===== config.mk =====
export PLATFORM = sky130hd
export DESIGN_NAME = alu_op_arbiter_flat
export DESIGN_NICKNAME = d
export VERILOG_FILES = /design/src/rtl/alu_op_arbiter_if.sv /design/src/rtl/alu_op_arbiter.sv /design/src/flat_wrapper.sv
export SDC_FILE = /design/constraint.sdc
export NUM_CORES = 1
export LEC_CHECK = 0
export CORE_MARGIN = 2
export CORE_UTILIZATION = 30
export DETAILED_ROUTE_END_ITERATION = 16
export GPL_TIMING_DRIVEN = 0
export SETUP_SLACK_MARGIN = 0.15
export SKIP_LAST_GASP = 1
export SYNTH_ARGS = -nofsm -noshare
export SYNTH_HDL_FRONTEND = slang
export SYNTH_SLANG_ARGS = --single-unit

===== constraint.sdc =====
create_clock -name clk -period 2.5 [get_ports clk]
set_clock_uncertainty 0.2 [all_clocks]
set_input_delay 0.25 -clock clk [delete_from_list [all_inputs] [get_ports clk]]
set_output_delay 0.25 -clock clk [all_outputs]
set_load 0.005 [all_outputs]

===== src/rtl/alu_op_arbiter_if.sv =====
// Bundle of request, ALU and response signals shared by the arbiter and its
// surroundings. The slave side is the arbiter; the master side holds the
// requesters, the combinational ALU and the response consumer.
interface alu_op_arbiter_if;
  logic        req0_valid;
  logic        req0_ready;
  logic [3:0]  req0_a;
  logic [3:0]  req0_b;
  logic        req0_cin;
  logic [2:0]  req0_op;

  logic        req1_valid;
  logic        req1_ready;
  logic [3:0]  req1_a;
  logic [3:0]  req1_b;
  logic        req1_cin;
  logic [2:0]  req1_op;

  logic [3:0]  alu_a;
  logic [3:0]  alu_b;
  logic        alu_cin;
  logic [2:0]  alu_op;
  logic [11:0] alu_bcd;
  logic        alu_cout;
  logic        alu_ovf;

  logic        resp_valid;
  logic        resp_ready;
  logic        resp_id;
  logic [11:0] resp_bcd;
  logic        resp_cout;
  logic        resp_ovf;
  logic        resp_err;

  modport master (
    output req0_valid, req0_a, req0_b, req0_cin, req0_op,
    output req1_valid, req1_a, req1_b, req1_cin, req1_op,
    input  req0_ready, req1_ready,
    input  alu_a, alu_b, alu_cin, alu_op,
    output alu_bcd, alu_cout, alu_ovf,
    input  resp_valid, resp_id, resp_bcd, resp_cout, resp_ovf, resp_err,
    output resp_ready
  );

  modport slave (
    input  req0_valid, req0_a, req0_b, req0_cin, req0_op,
    input  req1_valid, req1_a, req1_b, req1_cin, req1_op,
    output req0_ready, req1_ready,
    output alu_a, alu_b, alu_cin, alu_op,
    input  alu_bcd, alu_cout, alu_ovf,
    output resp_valid, resp_id, resp_bcd, resp_cout, resp_ovf, resp_err,
    input  resp_ready
  );
endinterface


===== src/rtl/alu_op_arbiter.sv =====
// Round-robin arbiter and sequencer in front of the shared 4-bit BCD ALU.
// One operation is in flight at a time: accept in IDLE, let the ALU settle
// in EXEC, then present the captured result in RESP until it is consumed.
module alu_op_arbiter #(
  parameter int SETTLE_CYCLES = 1
) (
  input logic             clk,
  input logic             rst_n,
  alu_op_arbiter_if.slave arb_bus
);

  typedef enum logic [1:0] {
    IDLE = 2'd0,
    EXEC = 2'd1,
    RESP = 2'd2
  } state_t;

  state_t      r_state;
  state_t      w_next_state;
  logic [3:0]  r_count;
  logic        r_last_grant;

  logic [3:0]  r_alu_a;
  logic [3:0]  r_alu_b;
  logic        r_alu_cin;
  logic [2:0]  r_alu_op;

  logic        r_resp_id;
  logic [11:0] r_resp_bcd;
  logic        r_resp_cout;
  logic        r_resp_ovf;
  logic        r_resp_err;

  logic        w_any_valid;
  logic        w_grant;
  logic [3:0]  w_sel_a;
  logic [3:0]  w_sel_b;
  logic        w_sel_cin;
  logic [2:0]  w_sel_op;
  logic        w_illegal;
  logic        w_accept;
  logic        w_capture;
  logic        w_req0_ready;
  logic        w_req1_ready;
  logic        w_resp_valid;

  // Pick the winner (alternate on a tie) and steer its payload forward
  always_comb begin
    w_any_valid = arb_bus.req0_valid | arb_bus.req1_valid;
    if (arb_bus.req0_valid && arb_bus.req1_valid) begin
      w_grant = ~r_last_grant;
    end else begin
      w_grant = arb_bus.req1_valid;
    end
    w_sel_a   = w_grant ? arb_bus.req1_a   : arb_bus.req0_a;
    w_sel_b   = w_grant ? arb_bus.req1_b   : arb_bus.req0_b;
    w_sel_cin = w_grant ? arb_bus.req1_cin : arb_bus.req0_cin;
    w_sel_op  = w_grant ? arb_bus.req1_op  : arb_bus.req0_op;
    w_illegal = (w_sel_op[1:0] == 2'b11);
    w_accept  = (r_state == IDLE) && w_any_valid;
    w_capture = (r_state == EXEC) && (r_count == 4'd1);
  end

  // State register
  always_ff @(posedge clk or negedge rst_n) begin
    if (!rst_n) begin
      r_state <= IDLE;
    end else begin
      r_state <= w_next_state;
    end
  end

  // Next-state decision: illegal ops skip the ALU and answer right away
  always_comb begin
    w_next_state = r_state;
    case (r_state)
      IDLE: begin
        if (w_accept) begin
          w_next_state = w_illegal ? RESP : EXEC;
        end
      end
      EXEC: begin
        if (w_capture) begin
          w_next_state = RESP;
        end
      end
      RESP: begin
        if (arb_bus.resp_ready) begin
          w_next_state = IDLE;
        end
      end
      default: w_next_state = IDLE;
    endcase
  end

  // Handshake outputs decoded from state; only the winner sees ready
  always_comb begin
    w_req0_ready = w_accept && !w_grant;
    w_req1_ready = w_accept &&  w_grant;
    w_resp_valid = (r_state == RESP);
  end

  // Operand latch, settle counter, round-robin memory and result capture
  always_ff @(posedge clk or negedge rst_n) begin
    if (!rst_n) begin
      r_count      <= 4'd0;
      r_last_grant <= 1'b1;
      r_alu_a      <= 4'd0;
      r_alu_b      <= 4'd0;
      r_alu_cin    <= 1'b0;
      r_alu_op     <= 3'd0;
      r_resp_id    <= 1'b0;
      r_resp_bcd   <= 12'd0;
      r_resp_cout  <= 1'b0;
      r_resp_ovf   <= 1'b0;
      r_resp_err   <= 1'b0;
    end else begin
      if (w_accept) begin
        r_alu_a      <= w_sel_a;
        r_alu_b      <= w_sel_b;
        r_alu_cin    <= w_sel_cin;
        r_alu_op     <= w_sel_op;
        r_resp_id    <= w_grant;
        r_last_grant <= w_grant;
        if (w_illegal) begin
          r_resp_err  <= 1'b1;
          r_resp_bcd  <= 12'd0;
          r_resp_cout <= 1'b0;
          r_resp_ovf  <= 1'b0;
        end else begin
          r_count <= 4'(SETTLE_CYCLES);
        end
      end else if (r_state == EXEC) begin
        r_count <= r_count - 4'd1;
        if (w_capture) begin
          r_resp_bcd  <= arb_bus.alu_bcd;
          r_resp_cout <= arb_bus.alu_cout;
          r_resp_ovf  <= arb_bus.alu_ovf;
          r_resp_err  <= 1'b0;
        end
      end
    end
  end

  assign arb_bus.req0_ready = w_req0_ready;
  assign arb_bus.req1_ready = w_req1_ready;
  assign arb_bus.alu_a      = r_alu_a;
  assign arb_bus.alu_b      = r_alu_b;
  assign arb_bus.alu_cin    = r_alu_cin;
  assign arb_bus.alu_op     = r_alu_op;
  assign arb_bus.resp_valid = w_resp_valid;
  assign arb_bus.resp_id    = r_resp_id;
  assign arb_bus.resp_bcd   = r_resp_bcd;
  assign arb_bus.resp_cout  = r_resp_cout;
  assign arb_bus.resp_ovf   = r_resp_ovf;
  assign arb_bus.resp_err   = r_resp_err;

endmodule


===== src/flat_wrapper.sv =====
// flat-port wrapper written by rule: the top's interface ports become plain ports
module alu_op_arbiter_flat 
#(
  parameter int SETTLE_CYCLES = 1
)
  (clk, rst_n, arb_bus_req0_valid, arb_bus_req0_a, arb_bus_req0_b, arb_bus_req0_cin, arb_bus_req0_op, arb_bus_req1_valid, arb_bus_req1_a, arb_bus_req1_b, arb_bus_req1_cin, arb_bus_req1_op, arb_bus_req0_ready, arb_bus_req1_ready, arb_bus_alu_a, arb_bus_alu_b, arb_bus_alu_cin, arb_bus_alu_op, arb_bus_alu_bcd, arb_bus_alu_cout, arb_bus_alu_ovf, arb_bus_resp_valid, arb_bus_resp_id, arb_bus_resp_bcd, arb_bus_resp_cout, arb_bus_resp_ovf, arb_bus_resp_err, arb_bus_resp_ready);
  alu_op_arbiter_if arb_bus_i ();
  input logic clk;
  input logic rst_n;
  input wire logic [$bits(arb_bus_i.req0_valid)-1:0] arb_bus_req0_valid;
  input wire logic [$bits(arb_bus_i.req0_a)-1:0] arb_bus_req0_a;
  input wire logic [$bits(arb_bus_i.req0_b)-1:0] arb_bus_req0_b;
  input wire logic [$bits(arb_bus_i.req0_cin)-1:0] arb_bus_req0_cin;
  input wire logic [$bits(arb_bus_i.req0_op)-1:0] arb_bus_req0_op;
  input wire logic [$bits(arb_bus_i.req1_valid)-1:0] arb_bus_req1_valid;
  input wire logic [$bits(arb_bus_i.req1_a)-1:0] arb_bus_req1_a;
  input wire logic [$bits(arb_bus_i.req1_b)-1:0] arb_bus_req1_b;
  input wire logic [$bits(arb_bus_i.req1_cin)-1:0] arb_bus_req1_cin;
  input wire logic [$bits(arb_bus_i.req1_op)-1:0] arb_bus_req1_op;
  output wire logic [$bits(arb_bus_i.req0_ready)-1:0] arb_bus_req0_ready;
  output wire logic [$bits(arb_bus_i.req1_ready)-1:0] arb_bus_req1_ready;
  output wire logic [$bits(arb_bus_i.alu_a)-1:0] arb_bus_alu_a;
  output wire logic [$bits(arb_bus_i.alu_b)-1:0] arb_bus_alu_b;
  output wire logic [$bits(arb_bus_i.alu_cin)-1:0] arb_bus_alu_cin;
  output wire logic [$bits(arb_bus_i.alu_op)-1:0] arb_bus_alu_op;
  input wire logic [$bits(arb_bus_i.alu_bcd)-1:0] arb_bus_alu_bcd;
  input wire logic [$bits(arb_bus_i.alu_cout)-1:0] arb_bus_alu_cout;
  input wire logic [$bits(arb_bus_i.alu_ovf)-1:0] arb_bus_alu_ovf;
  output wire logic [$bits(arb_bus_i.resp_valid)-1:0] arb_bus_resp_valid;
  output wire logic [$bits(arb_bus_i.resp_id)-1:0] arb_bus_resp_id;
  output wire logic [$bits(arb_bus_i.resp_bcd)-1:0] arb_bus_resp_bcd;
  output wire logic [$bits(arb_bus_i.resp_cout)-1:0] arb_bus_resp_cout;
  output wire logic [$bits(arb_bus_i.resp_ovf)-1:0] arb_bus_resp_ovf;
  output wire logic [$bits(arb_bus_i.resp_err)-1:0] arb_bus_resp_err;
  input wire logic [$bits(arb_bus_i.resp_ready)-1:0] arb_bus_resp_ready;
  assign arb_bus_i.req0_valid = arb_bus_req0_valid;
  assign arb_bus_i.req0_a = arb_bus_req0_a;
  assign arb_bus_i.req0_b = arb_bus_req0_b;
  assign arb_bus_i.req0_cin = arb_bus_req0_cin;
  assign arb_bus_i.req0_op = arb_bus_req0_op;
  assign arb_bus_i.req1_valid = arb_bus_req1_valid;
  assign arb_bus_i.req1_a = arb_bus_req1_a;
  assign arb_bus_i.req1_b = arb_bus_req1_b;
  assign arb_bus_i.req1_cin = arb_bus_req1_cin;
  assign arb_bus_i.req1_op = arb_bus_req1_op;
  assign arb_bus_req0_ready = arb_bus_i.req0_ready;
  assign arb_bus_req1_ready = arb_bus_i.req1_ready;
  assign arb_bus_alu_a = arb_bus_i.alu_a;
  assign arb_bus_alu_b = arb_bus_i.alu_b;
  assign arb_bus_alu_cin = arb_bus_i.alu_cin;
  assign arb_bus_alu_op = arb_bus_i.alu_op;
  assign arb_bus_i.alu_bcd = arb_bus_alu_bcd;
  assign arb_bus_i.alu_cout = arb_bus_alu_cout;
  assign arb_bus_i.alu_ovf = arb_bus_alu_ovf;
  assign arb_bus_resp_valid = arb_bus_i.resp_valid;
  assign arb_bus_resp_id = arb_bus_i.resp_id;
  assign arb_bus_resp_bcd = arb_bus_i.resp_bcd;
  assign arb_bus_resp_cout = arb_bus_i.resp_cout;
  assign arb_bus_resp_ovf = arb_bus_i.resp_ovf;
  assign arb_bus_resp_err = arb_bus_i.resp_err;
  assign arb_bus_i.resp_ready = arb_bus_resp_ready;
  alu_op_arbiter #(.SETTLE_CYCLES(SETTLE_CYCLES)) u_core (.clk(clk), .rst_n(rst_n), .arb_bus(arb_bus_i));
endmodule

==> results by group, run 1 <==
Route
  • Via count: around 1200
  • Initial DRC count: 98
  • Drt first pass iters: 5
  • Routed WL per cell: 14.6 microns
  • Antenna viol nets, final: 0
  • DRT Wirelength: 3920 microns
  • Number of remaining DRC errors: 0
  • Number of vias per cell: between 4 and 5

Synth
  • Top FF cell, synth: dfrtp_1
  • Synth area leaders: dfrtp_1 (58%), a22o_1 (8.3%), a222oi_1 (6.8%)
  • Synth area leader: dfrtp_1
  • Register bit total from synthesis: 35
  • Number of flops mapped to enable cells by yosys: 0
  • Register area share after synthesis: about three fifths
  • Synthesis Warnings: 0
  • Async set or reset register ratio after synthesis: 100%
  • Gate Count Post-Synth: 120
  • Netlist Area Pre-Place: roughly 0.0015 sq mm
  • Yosys cell types: 30
  • Synth Net Count: between 150 and 200
  • Syn Area/Cell: approximately 12 sq um
  • Post-synth top area share: between 50% and 60%

Critical path
  • Crit path kind: in -> out
  • Most frequent cell on the critical path: clkdlybuf4s50_1
  • Slowest stage delay, CP: around 0.52 ns
  • Startpoint class of the critical path: input pin
  • Cells along the critical path: clkdlybuf4s50_1, a21boi_4, and2_4, buf_4, clkdlybuf4s50_1
  • Slowest cell on crit path: clkdlybuf4s50_1
  • Crit end category: output port
  • Worst EP arrival: roughly 1.8 ns
  • Crit path max fanout: 10
  • Required @ worst endpoint: 2.05 ns

Floorplan
  • Core area: between 0.004 and 0.005 sq mm
  • Core Rows: 25
  • Die area: 0.00549 sq mm
  • Boundary Pins: 74
  • Initial Util: between 30 and 40%
  • Chip height: between 70 and 80 microns
  • Die Wd: ~74 microns

STA
  • Pins Over Slew Limit: 0
  • Setup TNS: 0 ns
  • Slew Limit Headroom: a little under half
  • Hold_ws: 0.279 ns
  • RSZ-0062 raised after global routing: false
  • Final hold vios: 0
  • Tmin final: approximately 2.2 ns
  • Worst-margin pin slew: 0.782 ns
  • Final setup violation count: 0
  • Maximum clock rate: around 0.45 GHz
  • Tcrit/Tclk final: 89.8%

Hold path
  • Hold Path Class: reg -> reg

CTS
  • Clock transition at the registers of the reported paths: 0.06 ns
  • Clk_lat worst skew: roughly 0.28 ns
  • Clock Sinks: 35
  • Clk buf depth: 2
  • H-tree depth: 2
  • Clock Tree Root: clkbuf_8
  • CTS tree: done
  • Total CTS buffers: 5

Final layout
  • Most frequent cells in the layout: clkdlybuf4s50_1 (71), dfrtp_1 (34), inv_1 (14), a22o_1 (14), a222oi_1 (10)
  • Multi-input gate area: 519 sq um
  • Layout cells sized above 1: approximately a tenth
  • FF+latch area: between 800 and 900 sq um
  • Synth-to-layout area growth: 62.0%
  • Fin nets: approximately 250
  • Ant. Diodes: 0
  • Commonest non-fill, non-tap cell in the layout: clkdlybuf4s50_1
  • Fin util: between 50% and 60%
  • FILL cells: 430

Job
  • Max-Cap Viols: 0

GRT
  • Total GRT Usage: ~15%
  • Pin count of the biggest net entering global routing: 36
  • GR Overflow Total: 0
  • Initial antenna violation count: 0
  • Vias in the first global route: approximately 1300
  • First-pass GRT wire length: 6100 microns

Pwr
  • Peak VDD IR: 0.000332 V
  • P per Cell Area: 1070 mW/mm^2
  • Pleak: roughly 1.1 nW
  • Pwr Total: 2.56 mW

Place
  • GP Congestion: 0.730
  • Post-DP HPWL: about 3000 microns
  • Port buffer count: 73

Status
  • Status: finished, final reports clean
==> area by class of cell <==
cell class	instances	share of cell area, %
flip-flops and latches	35	36.7
clock buffers	6	3.04
repair buffers	75	31.2
inverters	14	2.20
multi-input cells	65	21.8
well taps	67	3.51
plain buffers	6	1.52
==> what timing repair did <==
action / in CTS / in global routing
setup buffers: 1 / 0
endpoints found under the setup margin: 2 / 2
cloned: 0 / 0
endpoints found under the hold margin: 34 / 0
resized for setup: 3 / 5
hold buffers: 1 / 0
==> per-stage QoR <==
step | worst slack (ns) | instances | area, sq um
after detailed placement | 0.00266 | 260 | 2280
final | 0.255 | 268 | 2390
after floorplan | 0.729 | 120 | 1470
after CTS | 0.147 | 268 | 2380
after global routing | 0.160 | 268 | 2390
after global placement | 0.00759 | 260 | 2290
==> logic make-up (layout without fill, tap and decap cells) <==
family	Yosys count	count (layout)	share of synthesized area [%]
flip-flops	35	35	59.5
XOR/XNOR	2	2	1.19
buffers and inverters	20	101	5.60
adder cells (fa/ha/maj)	2	2	1.70
AO/OA/AOI/OAI	37	37	22.2
AND/OR/NAND/NOR	20	20	6.71
multiplexers	4	4	3.06
==> path summary, 6_finish.rpt <==
kind	startpoint	end	slack, ns	cells after the start
hold reg to reg	u_core.arb_bus.resp_id$_DFFE_PN0P_	u_core.arb_bus.resp_id$_DFFE_PN0P_	0.28	1
min in group asynchronous	rst_n	u_core.arb_bus.resp_bcd[2]$_DFFE_PN0P_	0.40	2
max in group asynchronous	rst_n	u_core.arb_bus.resp_bcd[5]$_DFFE_PN0P_	1.21	2
setup reg to reg	u_core.r_last_grant$_DFFE_PN1P_	u_core.arb_bus.resp_bcd[6]$_DFFE_PN0P_	0.49	6
setup / recovery	arb_bus_req0_valid	arb_bus_req1_ready	0.25	5
hold / removal	u_core.arb_bus.resp_id$_DFFE_PN0P_	u_core.arb_bus.resp_id$_DFFE_PN0P_	0.28	1
==> registers in the layout, indices dropped and copies added (netlist names) <==
signal and cells:
u_core.arb_bus.alu_a 4, u_core.arb_bus.alu_b 4, u_core.arb_bus.alu_cin 1, u_core.arb_bus.alu_op 3, u_core.arb_bus.resp_bcd 12, u_core.arb_bus.resp_cout 1, u_core.arb_bus.resp_err 1, u_core.arb_bus.resp_id 1
u_core.arb_bus.resp_ovf 1, u_core.r_count 4, u_core.r_last_grant 1, u_core.r_state 2
==> Yosys cell counts, types with 3 or more instances <==
cell      number
a222oi_1      10
inv_1         14
nor2_1         4
dfrtp_1       34
buf_2          3
o21ai_0        4
a22o_1        14
nand2_1        7
==> power by group <==
part / internal, mW / switching (mW) / total [mW]
combinational: 0.739 / 0.483 / 1.22
sequential: 0.822 / 0.153 / 0.976
clock: 0.185 / 0.182 / 0.367
total: 1.75 / 0.818 / 2.56
==> routing by layer <==
layer  share of wire [%]  global-route usage [%]
met5                   0                       0
met3                 4.9                    4.20
met1                  41                    18.5
met2                  53                    24.3
met4                 1.4                    4.85
==> critical path: cells and delay by family <==
family / cells / cell delay (ns)
AND/OR/NAND/NOR: 1 / 0.18
buffers and inverters: 3 / 1.18
AO/OA/AOI/OAI: 1 / 0.19
Note: power is estimated with default switching activity, not from simulation.
==> inputs of run 2 (changes only) <==
==> constraint.sdc (replaced) <==
create_clock -name clk -period 2.5 [get_ports clk]
set_clock_uncertainty 0.2 [all_clocks]
set_input_delay 0.375 -clock clk [delete_from_list [all_inputs] [get_ports clk]]
set_output_delay 0.375 -clock clk [all_outputs]
set_load 0.005 [all_outputs]
==> run 2 against run 1 <==
- the flow now finishes with violations (negative hold slack)
- total power rose by 1.2%
- non-clock buffer count is 1 higher
- clock power about the same
- register-to-register slack got worse by 0.08 ns
- hold slack got worse by 0.31 ns
- global-route usage rose by 0.057 points
- first-iteration DRC count decreased by 11%
- critical path type is now reg -> out
- critical endpoint is now arb_bus_req0_ready
==> results by group, run 2 (synthesis results as in run 1) <==
STA
  • Hold_ws: -0.0296 ns
  • Final setup violation count: 0
  • Final hold vios: 34
  • Maximum clock rate: around 0.44 GHz
  • Tmin final: between 2 and 2.5 ns
  • RSZ-0062 raised after global routing: false
  • Pins Over Slew Limit: 0
  • Worst-margin pin slew: 0.781 ns
  • Tcrit/Tclk final: 91.4%
  • Slew Limit Headroom: a little under half

Status
  • Failing checks: negative hold slack
  • Status: finished, violations left

Final layout
  • Most frequent cells in the layout: clkdlybuf4s50_1 (69), dfrtp_1 (34), inv_1 (14), a22o_1 (14), a222oi_1 (10)
  • Max reg flops: 12
  • Fin util: between 50 and 60%
  • Synth-to-layout area growth: 62.9%
  • Commonest non-fill, non-tap cell in the layout: clkdlybuf4s50_1
  • Fin nets: ~250
  • Layout cells sized above 1: 10.9%
  • Ant. Diodes: 0

Place
  • Port buffer count: 73
  • GP Congestion: between 0.7 and 0.8
  • Post-DP HPWL: 2950 microns

Floorplan
  • Die area: approximately 0.0055 sq mm
  • Boundary Pins: 74
  • Die Wd: approximately 74 microns
  • Core Rows: 25
  • Core area: around 0.0047 sq mm
  • Initial Util: a little under a third
  • Chip height: around 74 microns

Critical path
  • Required @ worst endpoint: around 1.9 ns
  • R2R cell count: 7
  • Worst EP arrival: around 1.7 ns
  • Crit path max fanout: 2
  • Worst reg2reg startpoint: u_core.r_last_grant$_DFFE_PN1P_
  • Slowest stage delay, CP: roughly 0.53 ns
  • CP delay by family, top: buffers and inverters
  • Buffers & Inverters on Critical Path: 2
  • Startpoint class of the critical path: register
  • Cells along the critical path: nand2b_1, and3_4, clkbuf_8, clkdlybuf4s50_1
  • Reg2reg end: u_core.arb_bus.resp_bcd[6]$_DFFE_PN0P_
  • Flop2flop setup slack: 0.41 ns
  • Crit path kind: reg -> out
  • Crit end category: output port
  • Slowest cell on crit path: dfstp_2

CTS
  • Clk buf depth: 2
  • H-tree depth: 2
  • Clk_lat worst skew: 0.28 ns
  • Total CTS buffers: 5
  • Clock transition at the registers of the reported paths: around 0.070 ns
  • CTS tree: done
  • Clock Tree Root: clkbuf_8
  • Clock Sinks: 35

Job
  • Max-Cap Viols: 0

GRT
  • Total GRT Usage: between 10 and 15%
  • Pin count of the biggest net entering global routing: 36
  • Vias in the first global route: 1279
  • First-pass GRT wire length: 6110 microns
  • Initial antenna violation count: 0
  • GR Overflow Total: 0

Route
  • DRT Wirelength: 4000 microns
  • Initial DRC count: 87
  • Number of vias per cell: around 4.7
  • Number of remaining DRC errors: 0
  • Antenna viol nets, final: 0
  • Routed WL per cell: about 15 microns
  • Drt first pass iters: 5
  • Via count: approximately 1300

Pwr
  • P per Cell Area: about 1100 mW/mm^2
  • Pleak: around 1.1 nW
  • Pwr Total: roughly 2.6 mW
  • Peak VDD IR: roughly 0.00033 V

Hold path
  • Hold Path Class: in -> async
[run 2: cell types whose count changed in the layout (fill, tap and decap cells not counted), sizes merged]
cell / before / now
clkdlybuf4s50: 71 / 69
dlygate4sd2: 0 / 2
buf: 7 / 8
clkbuf: 7 / 8
dlygate4sd3: 1 / 0
[run 2: worst max-delay path by stage]
stage | from | endpoint | slack (ns) | cells after the start
global route | u_core.r_last_grant$_DFFE_PN1P_ | arb_bus_req0_ready | 0.15 | 4
CTS | u_core.r_state[0]$_DFFE_PN0P_ | arb_bus_req1_ready | 0.12 | 4
finish | u_core.r_last_grant$_DFFE_PN1P_ | arb_bus_req0_ready | 0.22 | 4
floorplan | u_core.r_count[1]$_DFFE_PN0P_ | u_core.arb_bus.resp_bcd[10]$_DFFE_PN0P_ | 0.73 | 8
detailed placement | arb_bus_req1_valid | arb_bus_req1_ready | -0.25 | 5
global placement | arb_bus_req1_valid | arb_bus_req1_ready | -0.24 | 5
[run 2: final cells by class]
type                            count  area [sq um]
Tap cell                           67          83.8
Timing Repair Buffer               76           748
Multi-Input combinational cell     65           524
Buffer                              6          42.5
Inverter                           14          52.6
Clock buffer                        6          72.6
Sequential cell                    35           877
Fill cell                         432          2320
[run 2: power breakdown]
part	internal (mW)	total (mW)	switching, mW
clock	0.185	0.368	0.183
combinational	0.758	1.26	0.498
sequential	0.822	0.970	0.148
[run 2: through the flow]
stage	TNS [ns]	cell area [sq um]	std cells	setup WS [ns]
2_1_floorplan	0	1470	120	0.729
3_3_place_gp	-0.404	2290	260	-0.242
3_5_place_dp	-0.420	2280	260	-0.247
4_1_cts	0	2380	268	0.119
5_1_grt	0	2400	269	0.147
6_report	0	2400	269	0.215
[run 2: timing repair]
item                       in CTS  in global routing
gates resized for setup         7                  3
pin swaps                       0                  1
setup buffers                   2                  1
hold buffers                    0                  0
setup endpoints to repair       2                  2
[run 2: layer usage]
layer  vias up  global-route usage (%)  part of all wire (%)
li1        599                       -                     -
met1       615                    19.2                    41
met3         6                    4.20                   5.3
met4         0                    4.85                   1.4
met2        33                    23.7                    53
met5         -                       0                     0
==> inputs of run 3 (changes only) <==
==> constraint.sdc (replaced) <==
create_clock -name clk -period 2.5 [get_ports clk]
set_clock_uncertainty 0.2 [all_clocks]
set_input_delay 0.375 -clock clk [delete_from_list [all_inputs] [get_ports clk]]
set_output_delay 0.375 -clock clk [all_outputs]
set_load 0.05 [all_outputs]
==> run 3 against run 2 <==
- the flow still finishes with violations (negative hold slack)
- non-clock buffer count fell by 2
- critical path depth rose by 1
- register-to-register slack improved by 0.08 ns
- utilization fell by 0.82 points
- die area did not move
- wire length fell by 1.8%
==> results by group, run 3 (synthesis results as in run 1) <==
Status
  • Status: finished, violations left
  • Failing checks: negative hold slack

CTS
  • Total CTS buffers: 5
  • Clock Tree Root: clkbuf_8
  • CTS tree: done
  • Clk_lat worst skew: 0.28 ns
  • Clock transition at the registers of the reported paths: 0.07 ns
  • Clk buf depth: 2
  • H-tree depth: 2
  • Clock Sinks: 35

Critical path
  • Crit path kind: in -> out
  • Slowest stage delay, CP: between 0.5 and 0.6 ns
  • R2R cell count: 5
  • Worst reg2reg startpoint: u_core.r_state[0]$_DFFE_PN0P_
  • Required @ worst endpoint: about 1.9 ns
  • Reg2reg end: u_core.arb_bus.alu_b[2]$_DFFE_PN0P_
  • Startpoint class of the critical path: input pin
  • Flop2flop setup slack: approximately 0.49 ns
  • Crit path max fanout: 10
  • Most frequent cell on the critical path: buf_4
  • Worst EP arrival: approximately 1.7 ns
  • Crit end category: output port
  • Cells along the critical path: clkdlybuf4s50_1, a21boi_4, and2_4, buf_4, buf_4
  • Slowest cell on crit path: clkdlybuf4s50_1

STA
  • Setup TNS: 0 ns
  • Worst-margin pin slew: between 0.7 and 0.8 ns
  • Final setup margin: 0.214 ns
  • Maximum clock rate: between 0.4 and 0.5 GHz
  • Tcrit/Tclk final: between 90% and 100%
  • Hold_ws: -0.0283 ns
  • Slew Limit Headroom: between 40% and 50%
  • Final setup violation count: 0
  • RSZ-0062 raised after global routing: false
  • Tmin final: roughly 2.3 ns
  • Final hold vios: 34
  • Pins Over Slew Limit: 0

Route
  • DRT Wirelength: approximately 3900 microns
  • Number of vias per cell: between 4 and 5
  • Antenna viol nets, final: 0
  • Number of remaining DRC errors: 0
  • Routed WL per cell: between 10 and 15 microns
  • Via count: between 1000 and 1500
  • Drt first pass iters: 8
  • Initial DRC count: just under 90

Final layout
  • Max reg flops: 12
  • Most frequent cells in the layout: clkdlybuf4s50_1 (70), dfrtp_1 (34), inv_1 (14), a22o_1 (14), a222oi_1 (10)
  • Ant. Diodes: 0
  • Layout cells sized above 1: between 10% and 20%
  • Commonest non-fill, non-tap cell in the layout: clkdlybuf4s50_1
  • Synth-to-layout area growth: 60.3%
  • Fin nets: around 250

GRT
  • Pin count of the biggest net entering global routing: 36
  • Vias in the first global route: roughly 1300
  • Total GRT Usage: ~15%
  • First-pass GRT wire length: 6070 microns
  • GR Overflow Total: 0
  • Initial antenna violation count: 0

Floorplan
  • Die area: about 0.0055 sq mm
  • Boundary Pins: 74
  • Core area: around 0.0047 sq mm
  • Chip height: 74.1 microns
  • Initial Util: 31.2%
  • Die Wd: around 74 microns
  • Core Rows: 25

Hold path
  • Hold Path Class: in -> async

Pwr
  • Reg power frac: between 20% and 30%
  • Sw frac: 47.1%
  • Clock Power Share: between 10% and 20%
  • Pleak: 1.08 nW
  • Int Power: between 1.5 and 2 mW
  • P per Cell Area: about 1400 mW/mm^2
  • Sw Pwr: about 1.5 mW
  • Combinational share of power: about three fifths
  • Peak VDD IR: 0.000473 V

Place
  • GP Congestion: roughly 0.73
  • Post-DP HPWL: just under 3000 microns
  • Pre-CTS setup slack: -0.549 ns
  • Port buffer count: 73

Job
  • Max-Cap Viols: 0
run 3: worst max path at each step:
stage	cells after the start	slack [ns]	to	start
floorplan	5	0.51	u_core.arb_bus.alu_a[0]$_DFFE_PN0P_	u_core.r_last_grant$_DFFE_PN1P_
global placement	5	-0.54	arb_bus_req1_ready	arb_bus_req1_valid
detailed placement	5	-0.55	arb_bus_req1_ready	arb_bus_req1_valid
CTS	5	0.16	arb_bus_req1_ready	arb_bus_req1_valid
global route	5	0.16	arb_bus_req1_ready	arb_bus_req1_valid
finish	5	0.21	arb_bus_req1_ready	arb_bus_req1_valid
run 3: repair_timing:
action | CTS | global route
hold buffers | 0 | 0
setup endpoints to repair | 2 | 1
buffers inserted | 0 | 1
resized for setup | 14 | 0
run 3: layout make-up:
| cell class | instances | area (sq um) |
|---|---|---|
| plain buffers | 6 | 33.8 |
| clock buffers | 6 | 72.6 |
| multi-input cells | 65 | 517 |
| flip-flops and latches | 35 | 877 |
| well taps | 67 | 83.8 |
| fillers | 436 | 2360 |
| inverters | 14 | 52.6 |
| repair buffers | 74 | 726 |
run 3: worst max-delay path: cells and delay by family:
kind	cells	cell delay [ns]
buffers and inverters	3	0.91
AOI/OAI and AO/OA	1	0.23
and+or+nand+nor	1	0.19
run 3: routing by layer:
layer	vias up	share of wire [%]	GRT usage, %
met1	619	41	18.5
met3	6	4.7	4.20
met2	29	53	24.1
met5	-	0	0
li1	595	-	-
met4	0	1.4	4.85
run 3: power groups by stage:
stage	Clock (mW)	Sequential, mW	Combinational [mW]
5_1_grt	0.410	1.00	2.07
2_1_floorplan	0	1.64	0.621
3_5_place_dp	0	0.983	1.95
3_3_place_gp	0	0.969	1.93
4_1_cts	0.385	0.975	1.96
6_report	0.367	0.973	1.94
run 3: metrics by stage:
step | std cells | hold slack (ns) | power [mW] | utilization, % | cell area [sq um]
detailed placement | 260 | 0.269 | 2.93 | 48.3 | 2280
finish | 267 | -0.0283 | 3.28 | 50.0 | 2360
CTS | 266 | 0.00221 | 3.32 | 49.9 | 2350
global placement | 260 | 0.261 | 2.90 | 48.5 | 2290
floorplan | 120 | -0.121 | 2.26 | - | 1470
global route | 267 | 0.0410 | 3.48 | 50.0 | 2360
